$ cat src/rtl/ahb_slave_fabric.sv
// rtl/ahb_slave_fabric.sv - AHB-Lite slave decoder, data-phase mux, default error slave and error counter
module ahb_slave_fabric #(
   parameter int                    DATA_WIDTH    = 32,
   parameter int                    ADDR_WIDTH    = 32,
   parameter int                    NUM_SLAVES    = 4,
   parameter logic [ADDR_WIDTH-1:0] BASE_ADDR     = '0,
   parameter int                    REGION_BITS   = 12,
   parameter int                    ERR_CNT_WIDTH = 8
) (
   input  logic                             HCLK,
   input  logic                             HRESETn,
   input  logic [ADDR_WIDTH-1:0]            HADDR,
   input  logic [1:0]                       HTRANS,
   output logic [NUM_SLAVES-1:0]            HSEL_S,
   input  logic [NUM_SLAVES*DATA_WIDTH-1:0] HRDATA_S,
   input  logic [NUM_SLAVES-1:0]            HREADYOUT_S,
   input  logic [NUM_SLAVES-1:0]            HRESP_S,
   output logic [DATA_WIDTH-1:0]            HRDATA,
   output logic                             HREADY,
   output logic                             HRESP,
   input  logic                             err_clr,
   output logic [ERR_CNT_WIDTH-1:0]         err_count
);

   localparam int IDX_W = $clog2(NUM_SLAVES);

   typedef enum logic [1:0] {DS_IDLE, DS_ERR1, DS_ERR2} ds_state_t;

   logic [ADDR_WIDTH-1:0] offset;
   logic [ADDR_WIDTH-1:0] region;
   logic                  mapped;
   logic [IDX_W-1:0]      dec_idx;
   logic                  err_start;

   logic                  dsel_vld;
   logic [IDX_W-1:0]      dsel_idx;

   logic                  slv_ready;
   logic                  slv_resp;
   logic [DATA_WIDTH-1:0] slv_rdata;

   ds_state_t             ds_state;
   ds_state_t             ds_next;
   logic                  ds_ready;
   logic                  ds_resp;

   // HTRANS[0] only separates NONSEQ from SEQ, which the fabric treats alike
   logic                  unused_htrans;
   assign unused_htrans = HTRANS[0];

   // Address-phase decode: window index and one-hot select, independent of HTRANS
   always_comb begin
      offset  = HADDR - BASE_ADDR;
      region  = offset >> REGION_BITS;
      mapped  = (HADDR >= BASE_ADDR) && (region < ADDR_WIDTH'(NUM_SLAVES));
      dec_idx = region[IDX_W-1:0];
      HSEL_S  = '0;
      for (int k = 0; k < NUM_SLAVES; k++) begin
         if (mapped && (dec_idx == IDX_W'(k))) begin
            HSEL_S[k] = 1'b1;
         end
      end
   end

   // Data-phase select only advances when the transfer in flight completes
   always_ff @(posedge HCLK or negedge HRESETn) begin
      if (!HRESETn) begin
         dsel_vld <= 1'b0;
         dsel_idx <= '0;
      end else if (HREADY) begin
         dsel_vld <= mapped;
         dsel_idx <= dec_idx;
      end
   end

   // Selected slave's response, kept apart from the default slave so the FSM never loops through HREADY
   always_comb begin
      slv_ready = 1'b1;
      slv_resp  = 1'b0;
      slv_rdata = '0;
      for (int k = 0; k < NUM_SLAVES; k++) begin
         if (dsel_idx == IDX_W'(k)) begin
            slv_ready = HREADYOUT_S[k];
            slv_resp  = HRESP_S[k];
            slv_rdata = HRDATA_S[k*DATA_WIDTH +: DATA_WIDTH];
         end
      end
   end

   // An unmapped NONSEQ/SEQ is accepted whenever the current data phase is not being stalled
   assign err_start = HTRANS[1] && !mapped && (!dsel_vld || slv_ready);

   // Default slave state register
   always_ff @(posedge HCLK or negedge HRESETn) begin
      if (!HRESETn) begin
         ds_state <= DS_IDLE;
      end else begin
         ds_state <= ds_next;
      end
   end

   // Default slave: two-cycle ERROR; ERR1 always proceeds to ERR2 even if the master cancels
   always_comb begin
      ds_next  = ds_state;
      ds_ready = 1'b1;
      ds_resp  = 1'b0;
      case (ds_state)
         DS_IDLE: begin
            if (err_start) begin
               ds_next = DS_ERR1;
            end
         end
         DS_ERR1: begin
            ds_ready = 1'b0;
            ds_resp  = 1'b1;
            ds_next  = DS_ERR2;
         end
         DS_ERR2: begin
            ds_resp = 1'b1;
            ds_next = err_start ? DS_ERR1 : DS_IDLE;
         end
         default: begin
            ds_next = DS_IDLE;
         end
      endcase
   end

   // Response mux toward the master; the default slave owns the bus when no slave is selected
   always_comb begin
      if (dsel_vld) begin
         HREADY = slv_ready;
         HRESP  = slv_resp;
         HRDATA = slv_rdata;
      end else begin
         HREADY = ds_ready;
         HRESP  = ds_resp;
         HRDATA = '0;
      end
   end

   // Saturating count of completed ERROR responses; clear wins over increment
   always_ff @(posedge HCLK or negedge HRESETn) begin
      if (!HRESETn) begin
         err_count <= '0;
      end else if (err_clr) begin
         err_count <= '0;
      end else if (HREADY && HRESP && (err_count != '1)) begin
         err_count <= err_count + ERR_CNT_WIDTH'(1);
      end
   end

endmodule

$ cat config.mk
export PLATFORM = sky130hd
export DESIGN_NAME = ahb_slave_fabric
export DESIGN_NICKNAME = d
export VERILOG_FILES = /design/src/rtl/ahb_slave_fabric.sv
export SDC_FILE = /design/constraint.sdc
export NUM_CORES = 1
export LEC_CHECK = 0
export CAP_MARGIN = 20
export CORE_MARGIN = 4
export CORE_UTILIZATION = 28
export DETAILED_ROUTE_END_ITERATION = 7
export PLACE_DENSITY = 0.92
export SYNTH_ARGS = -nofsm -noshare
export SYNTH_HDL_FRONTEND = slang
export SYNTH_SLANG_ARGS = --single-unit
$ cat constraint.sdc
create_clock -name HCLK -period 2.95 [get_ports HCLK]
set_clock_uncertainty 0.2 [all_clocks]
set_input_delay 0.4425 -clock HCLK [delete_from_list [all_inputs] [get_ports HCLK]]
set_output_delay 0.4425 -clock HCLK [all_outputs]
set_load 0.01 [all_outputs]
== Yosys cells after proc, flatten, opt, wreduce, memory -nomap -nowiden ==
Cells that the tools add are included.

* Flip-flop bits (word level): 13
* Input bits: 173

* Add/subtract/negate cells: 1
* Order comparisons: 2
* Equal/unequal tests: 10
* Muxes and demuxes: 26
* Reduce and logical (&&, ||, !) cells: 17

{| class="wikitable"
|+ Operators by type and width
! kind !! number
|-
| 2-to-1 mux 32 bit || 5
|-
| greater-or-equal comparator 32 x 1 -> 1 bit, second input constant || 1
|-
| < comparator 20 x 3 -> 1 bit, second input constant || 1
|-
| 2-to-1 mux 1 bit || 17
|-
| 2-to-1 mux 8 bit || 2
|-
| equality test 2 bit, second input constant || 5
|-
| logical AND 1 bit || 9
|-
| adder 8 x 1 -> 8 bit, second input constant || 1
|-
| inequality test 8 bit, second input constant || 1
|-
| equality test 2 x 1 -> 1 bit, second input constant || 3
|-
| zero test 2 bit || 3
|-
| one-hot mux 2 bit (3 select lines) || 1
|-
| zero test 1 bit || 2
|-
| 2-to-1 mux 2 bit || 1
|-
| inequality test 2 bit, second input constant || 1
|-
| nonzero test 2 bit || 1
|-
| OR reduction 2 bit || 1
|-
| logical OR 1 bit || 1
|}

== Longest topological paths before layout ==
Gate-level depths: netlist of the first run.

* Word-level depth: 10
* Mapped depth: 7
* Depth with buffers taken out: 7

== Worst setup path before layout of the first run ==
Ideal clock, no wire load.

* Path type: input -> output
* Start point: input HADDR[18]
* End point: output HSEL_S[2]
* Arrival time: 1758 ps
* Required time: 2308 ps
* Slack: 549 ps
* Stages on the path: 3
* Path buffers: 0
* Cell sequence: or4_1 or3_1 nor3b_1

* Word-level cells in the longest chain between the ends: 4
* Elaborated cells on any way between the ends: 5
* Classes of those cells: order compare: 2; mux: 1; reduce/logical: 2

{| class="wikitable"
|+ RTL lines
! what !! line !! source
|-
| start, declared || 12 || <nowiki>input logic [ADDR_WIDTH-1:0] HADDR,</nowiki>
|-
| greater-or-equal comparator 32 x 1 -> 1 bit or < comparator 20 x 3 -> 1 bit (tied branches) || 55 || <nowiki>mapped = (HADDR >= BASE_ADDR) && (region < ADDR_WIDTH'(NUM_SLAVES));</nowiki>
|-
| logical AND 1 bit (*) || 55 ||
|-
| logical AND 1 bit (*) || 59 || <nowiki>if (mapped && (dec_idx == IDX_W'(k))) begin</nowiki>
|-
| 2-to-1 mux 1 bit (*) || 59 ||
|-
| end, declared || 14 || <nowiki>output logic [NUM_SLAVES-1:0] HSEL_S,</nowiki>
|}

Mark *: on every way between the ends. The rest lies on a longest branch, timed or not.

== Worst setup path after layout of the first run ==
Same ends and word-level chain as after synthesis.

==> impl_metrics.py, run 1 <==
metrics = {
    "finish": {
        "fillers": 498,
        "final_cells": 451,
        "post-route-util_pct": 63.5,
        "stdcell_area_sq_mm": 0.00410,
        "antenna_cells": 0,
        "final_cell_mix": "201 x clkdlybuf4s50_1, 33 x mux4_2, 33 x and2_1, 12 x dfrtp_1, 10 x nor2_1",
        "mostFrequentLayoutCell": "clkdlybuf4s50_1",
        "final_layout_size_suffix_gt1_share_pct": 16.6,
        "area_growth_pct": 117,
        "seqCellArea_sq_um": 327,
        "multi_input_area_sq_mm": 0.00148,
        "nNetsFinal": 554,
    },
    "floorplanning": {
        "core_sq_mm": 0.00646,
        "pin_count": 219,
        "initial_core_util_pct": 29.3,
        "design.die.area_sq_mm": 0.00814,
        "num_rows": 29,
        "fp.dieH_microns": 90.2,
        "die_w_microns": 90.2,
    },
    "outcome": {
        "outcome": "finished, final reports clean",
    },
    "global_routing": {
        "grt_max_degree": 21,
        "grt_usage_pct": 19.8,
        "grt-ovfl-total": 0,
        "grt_pass1_vias": 2536,
        "antenna_found_initial": 0,
        "grt_pass1_wl_microns": 13000,
    },
    "timing": {
        "finalSetupTns_ps": 0,
        "hold_viol": 0,
        "slew_viol_final": 0,
        "period_share_pct": 95.8,
        "max_freq_mhz": 354,
        "setup_slack_ps": 124,
        "period_needed_ps": 2830,
        "tightest_slew_ps": 598,
        "relSlewSlack_pct": 60.0,
        "setup_violations": 0,
        "hold-worst-slack_ps": 374,
        "rsz0062_at_grt": "no",
    },
    "cts": {
        "tritoncts": "done",
        "clkTransAtPathRegs_ps": 50,
        "cts_sinks": 13,
        "htree_levels": 1,
        "numCtsBuffers": 3,
        "clock_latency_ps": 250,
        "postCtsSetupBuffers": 0,
        "cts_root_buf": "clkbuf_8",
        "clockBufferDepth": 2,
    },
    "place": {
        "numPortBuffers": 205,
        "dpl_worst_slack_ps": -305,
        "placed_area_sq_mm": 0.00407,
        "gp_congestion": 0.842,
        "hpwlAfterDp_microns": 7220,
        "dp.cells": 447,
    },
    "synth": {
        "avgSynthCellArea_sq_um": 11.3,
        "synthDistinctLibCells": 39,
        "ys_warn_count": 0,
        "yosysSeqAreaShare_pct": 17.2,
        "syn-cell-area_sq_mm": 0.00189,
        "syn_nets": 347,
        "synth_cells": 168,
        "ys_seq_elements": 13,
    },
    "routing": {
        "vias_per_cell": 5.05,
        "wire_per_inst_microns": 18.3,
        "ant_nets": 0,
        "dr.pass1.iters": 4,
        "first_iter_violations": 34,
        "wirelength_microns": 8270,
        "via_count": 2276,
        "drc": 0,
    },
    "critical_path": {
        "start_kind": "primary input",
        "cp_cell_sequence": "clkdlybuf4s50_1 > or4_1 > or3_4 > nor3b_1 > clkbuf_2",
        "cp-startpoint": "HADDR[18]",
        "cp.required_ps": 2310,
        "critPathMaxStageDelay_ps": 540,
        "slowest_stage": "or4_1",
        "worstReg2RegStart": "dsel_idx[0]",
        "critPathKind": "in -> out",
        "endpoint_kind": "primary output",
        "worstPathArrival_ps": 2180,
        "worstPathMaxFanout": 5,
    },
    "power": {
        "fin_total_pwr_mw": 1.47,
        "vdd_drop_max_mv": 0.429,
        "pwr_density_cell_mw_per_mm2": 358,
        "p_leak_nw": 1.56,
    },
    "worst_hold_path": {
        "min-delay-path-class": "in -> async",
    },
    "run": {
        "max_cap_violations": 0,
    },
}
state kept, by name (all words and copies together), names as in the netlist:
| signal | flops |
|---|---|
| dsel_idx | 2 |
| dsel_vld | 1 |
| ds_state | 2 |
| err_count | 8 |
cells by family (layout without fill, tap and decap cells):
kind of cell / Yosys count / count (layout) / synth area share, %
simple gates: 72 / 72 / 23.2
flops: 13 / 13 / 17.2
xor+xnor: 2 / 2 / 0.926
mux: 42 / 42 / 44.8
fa+ha+maj: 6 / 6 / 3.97
compound gates: 13 / 13 / 5.23
buf+inv: 20 / 226 / 4.63
layer usage:
layer / part of all wire [%] / GRT usage (%)
met5: 0 / 0
met4: 2.0 / 4.46
met3: 7.3 / 3.76
met2: 56 / 39.6
met1: 35 / 21.2
repair_timing:
action / in CTS / in global routing
setup endpoints to repair: 4 / 5
gates resized for setup: 6 / 10
hold buffers: 0 / 0
area by class of cell:
cell class,instances,area share [%]
timing repair buffer,215,51.8
clock buffer,4,1.10
multi-input combinational,135,36.2
tap,77,2.35
sequential,13,7.96
inverter,7,0.641
synthesized netlist by cell type, drive strengths merged:
library cell / number / share of area [%]
ha: 6 / 4.0
o22ai: 1 / 0.33
o311a: 1 / 0.53
and2b: 1 / 0.40
xnor2: 2 / 0.93
mux2: 6 / 4.0
a22oi: 1 / 0.40
nor2b: 7 / 2.7
nor3b: 2 / 0.79
mux2i: 3 / 1.6
buf: 4 / 1.4
and4: 1 / 0.60
nor2: 10 / 2.0
clkbuf: 9 / 1.9
o21ai: 2 / 0.53
a31oi: 1 / 0.33
o211ai: 1 / 0.40
o31ai: 2 / 0.79
a311oi: 2 / 0.93
nand3: 3 / 0.79
dfrtp: 13 / 17
nand4: 1 / 0.33
or3: 1 / 0.33
nand2: 3 / 0.60
inv: 7 / 1.4
a22o: 1 / 0.46
nor3: 3 / 1.1
and3: 1 / 0.33
a41o: 1 / 0.53
nor4: 5 / 2.0
or4: 1 / 0.40
and2: 33 / 11
mux4: 33 / 39
worst max-delay path, delay by kind of cell:
family / cells / cell delay [ps]
buf+inv: 2 / 550
simple gates: 3 / 1180
path summary, 6_finish.rpt:
check | endpoint | slack (ps) | cells past startpoint
worst max-delay path | HSEL_S[2] | 120 | 5
worst min-delay path | err_count[3] | 370 | 1
worst max register to register | err_count[4] | 630 | 6
max in group asynchronous | dsel_idx[0] | 1750 | 1
min in group HCLK | err_count[1] | 380 | 2
worst min register to register | err_count[1] | 380 | 2
report_power, final:
group / leakage [nW] / internal [mW] / total (mW) / switching (mW)
Clock: 0.0228 / 0.0956 / 0.162 / 0.0659
Combinational: 1.36 / 0.671 / 1.06 / 0.386
Sequential: 0.173 / 0.211 / 0.248 / 0.0371
Total: 1.56 / 0.977 / 1.47 / 0.489
(Power assumes the default switching activity.)
==> run 2: changes to the inputs <==
Settings changed: CORE_UTILIZATION 28 to 25, PLACE_DENSITY 0.92 to 0.87.
Clock period 2.95 ns to 2.5 ns, I/O delays scaled along.
==> run 2 against run 1 <==
Net effect: hold slack worse by 77 ps; critical path type is now reg -> out; flip-flop and latch count unchanged; highest routed layer unchanged; core utilization down 5.3 points.
==> impl_metrics.py, run 2 (synthesized netlist as in run 1, its figures left out) <==
metrics = {
    "routing": {
        "vias_per_cell": 4.85,
        "ant_nets": 0,
        "via_count": 2358,
        "first_iter_violations": 37,
        "drc": 0,
        "wirelength_microns": 8800,
        "dr.pass1.iters": 4,
        "wire_per_inst_microns": 18.1,
    },
    "global_routing": {
        "grt-ovfl-total": 0,
        "grt_pass1_vias": 2493,
        "grt_pass1_wl_microns": 12600,
        "grt_usage_pct": 17.9,
        "antenna_found_initial": 0,
        "grt_max_degree": 21,
    },
    "place": {
        "placed_area_sq_mm": 0.00417,
        "hpwlAfterDp_microns": 7650,
        "numPortBuffers": 205,
        "dp.cells": 476,
        "gp_congestion": 0.814,
    },
    "finish": {
        "mostFrequentLayoutCell": "clkdlybuf4s50_1",
        "regMostFlops": "err_count",
        "largest_reg_flops": 8,
        "reg_top3": "err_count (8), ds_state (2), dsel_idx (2)",
        "post-route-util_pct": 58.2,
        "area_growth_pct": 124,
        "final_layout_size_suffix_gt1_share_pct": 20.9,
        "nNetsFinal": 567,
        "final_cells": 486,
        "final_cell_mix": "157 x clkdlybuf4s50_1, 39 x dlygate4sd2_1, 33 x mux4_2, 33 x and2_1, 20 x buf_4",
        "stdcell_area_sq_mm": 0.00425,
        "antenna_cells": 0,
    },
    "cts": {
        "clkTransAtPathRegs_ps": 60,
        "cts_root_buf": "clkbuf_8",
        "tritoncts": "done",
        "cts_sinks": 13,
        "clockBufferDepth": 2,
        "clock_latency_ps": 240,
        "numCtsBuffers": 3,
        "htree_levels": 1,
        "postCtsHoldBufs": 0,
    },
    "floorplanning": {
        "design.die.area_sq_mm": 0.00902,
        "fp.dieH_microns": 95.0,
        "pin_count": 219,
        "die_w_microns": 95.0,
        "initial_core_util_pct": 25.9,
        "core_sq_mm": 0.00729,
        "num_rows": 31,
    },
    "timing": {
        "period_share_pct": 98.1,
        "slew_viol_final": 0,
        "hold_viol": 0,
        "relSlewSlack_pct": 62.6,
        "period_needed_ps": 2450,
        "finalSetupTns_ps": 0,
        "setup_violations": 0,
        "tightest_slew_ps": 560,
        "max_freq_mhz": 408,
    },
    "outcome": {
        "outcome": "finished, final reports clean",
    },
    "critical_path": {
        "start_kind": "flip-flop",
        "worstPathArrival_ps": 1880,
        "cp_cell_sequence": "buf_4 > mux4_2 > mux2_2 > dlygate4sd2_1",
        "ff2ff_path_depth": 8,
        "critPathKind": "reg -> out",
        "cp.required_ps": 1920,
        "worstPathMaxFanout": 3,
        "critPathMaxStageDelay_ps": 510,
        "endpoint_kind": "primary output",
        "slowest_stage": "mux4_2",
    },
    "power": {
        "pwr_density_cell_mw_per_mm2": 433,
        "p_leak_nw": 1.81,
        "vdd_drop_max_mv": 0.365,
        "fin_total_pwr_mw": 1.84,
    },
    "worst_hold_path": {
        "min-delay-path-class": "in -> async",
    },
    "run": {
        "max_cap_violations": 0,
    },
}
[run 2: cell count changes in the layout (fill, tap and decap cells not counted), moves of 3 or more]
cell	delta
buf_2	+3
clkdlybuf4s15_1	+3
buf_4	+12
dlygate4sd2_1	+39
clkbuf_2	-4
clkdlybuf4s50_1	-44
[run 2: worst paths after layout]
kind	from	to	slack (ps)
max	dsel_idx[0]	HRESP	50
min	HRESETn	err_count[3]	300
max reg2reg	dsel_idx[0]	err_count[4]	90
min reg2reg	err_count[1]	err_count[1]	400
max in group asynchronous	HRESETn	dsel_idx[0]	1400
min in group HCLK	err_count[1]	err_count[1]	400
[run 2: critical path, delay by kind of cell, from the launching register on]
| kind | cells | cell delay, ps |
|---|---|---|
| buffers and inverters | 2 | 420 |
| DFF | 1 | 410 |
| muxes | 2 | 810 |
[run 2: power by group]
| part | total, mW | switching (mW) | internal (mW) |
|---|---|---|---|
| Sequential | 0.300 | 0.0511 | 0.249 |
| Clock | 0.183 | 0.0705 | 0.112 |
| Combinational | 1.35 | 0.489 | 0.866 |
| Total | 1.84 | 0.610 | 1.23 |
[run 2: layer usage]
layer | vias up | global-route usage, % | wire length, microns
met5 | - | 0 | 0
met4 | 0 | 4.57 | 174
met3 | 16 | 3.35 | 796
met2 | 126 | 35.8 | 4910
met1 | 1128 | 18.8 | 2920
li1 | 1088 | - | -
[run 2: timing repair]
action,CTS,global route
buffers inserted,4,2
endpoints found under the setup margin,38,11
resized for setup,63,10
pin swaps,7,6
[run 2: cell type report]
class | instances | area, sq um
flip-flops and latches | 13 | 327
inverters | 7 | 26.3
well taps | 99 | 124
multi-input cells | 135 | 1520
repair buffers | 228 | 2200
fillers | 630 | 3050
clock buffers | 4 | 45.0
[run 2: through the flow]
step                      hold WS [ps]  worst slack, ps
after detailed placement           386             -649
after floorplan                   -121              234
after global placement             360             -586
after CTS                          322            -4.62
after global routing               371            -11.3
final                              298             46.4
==> run 3: changes to the inputs <==
Settings changed: CTS_CLUSTER_SIZE set to 16.
==> results of run 3 <==
Same layout as run 2: the final DEF is identical, and so are final timing and power.
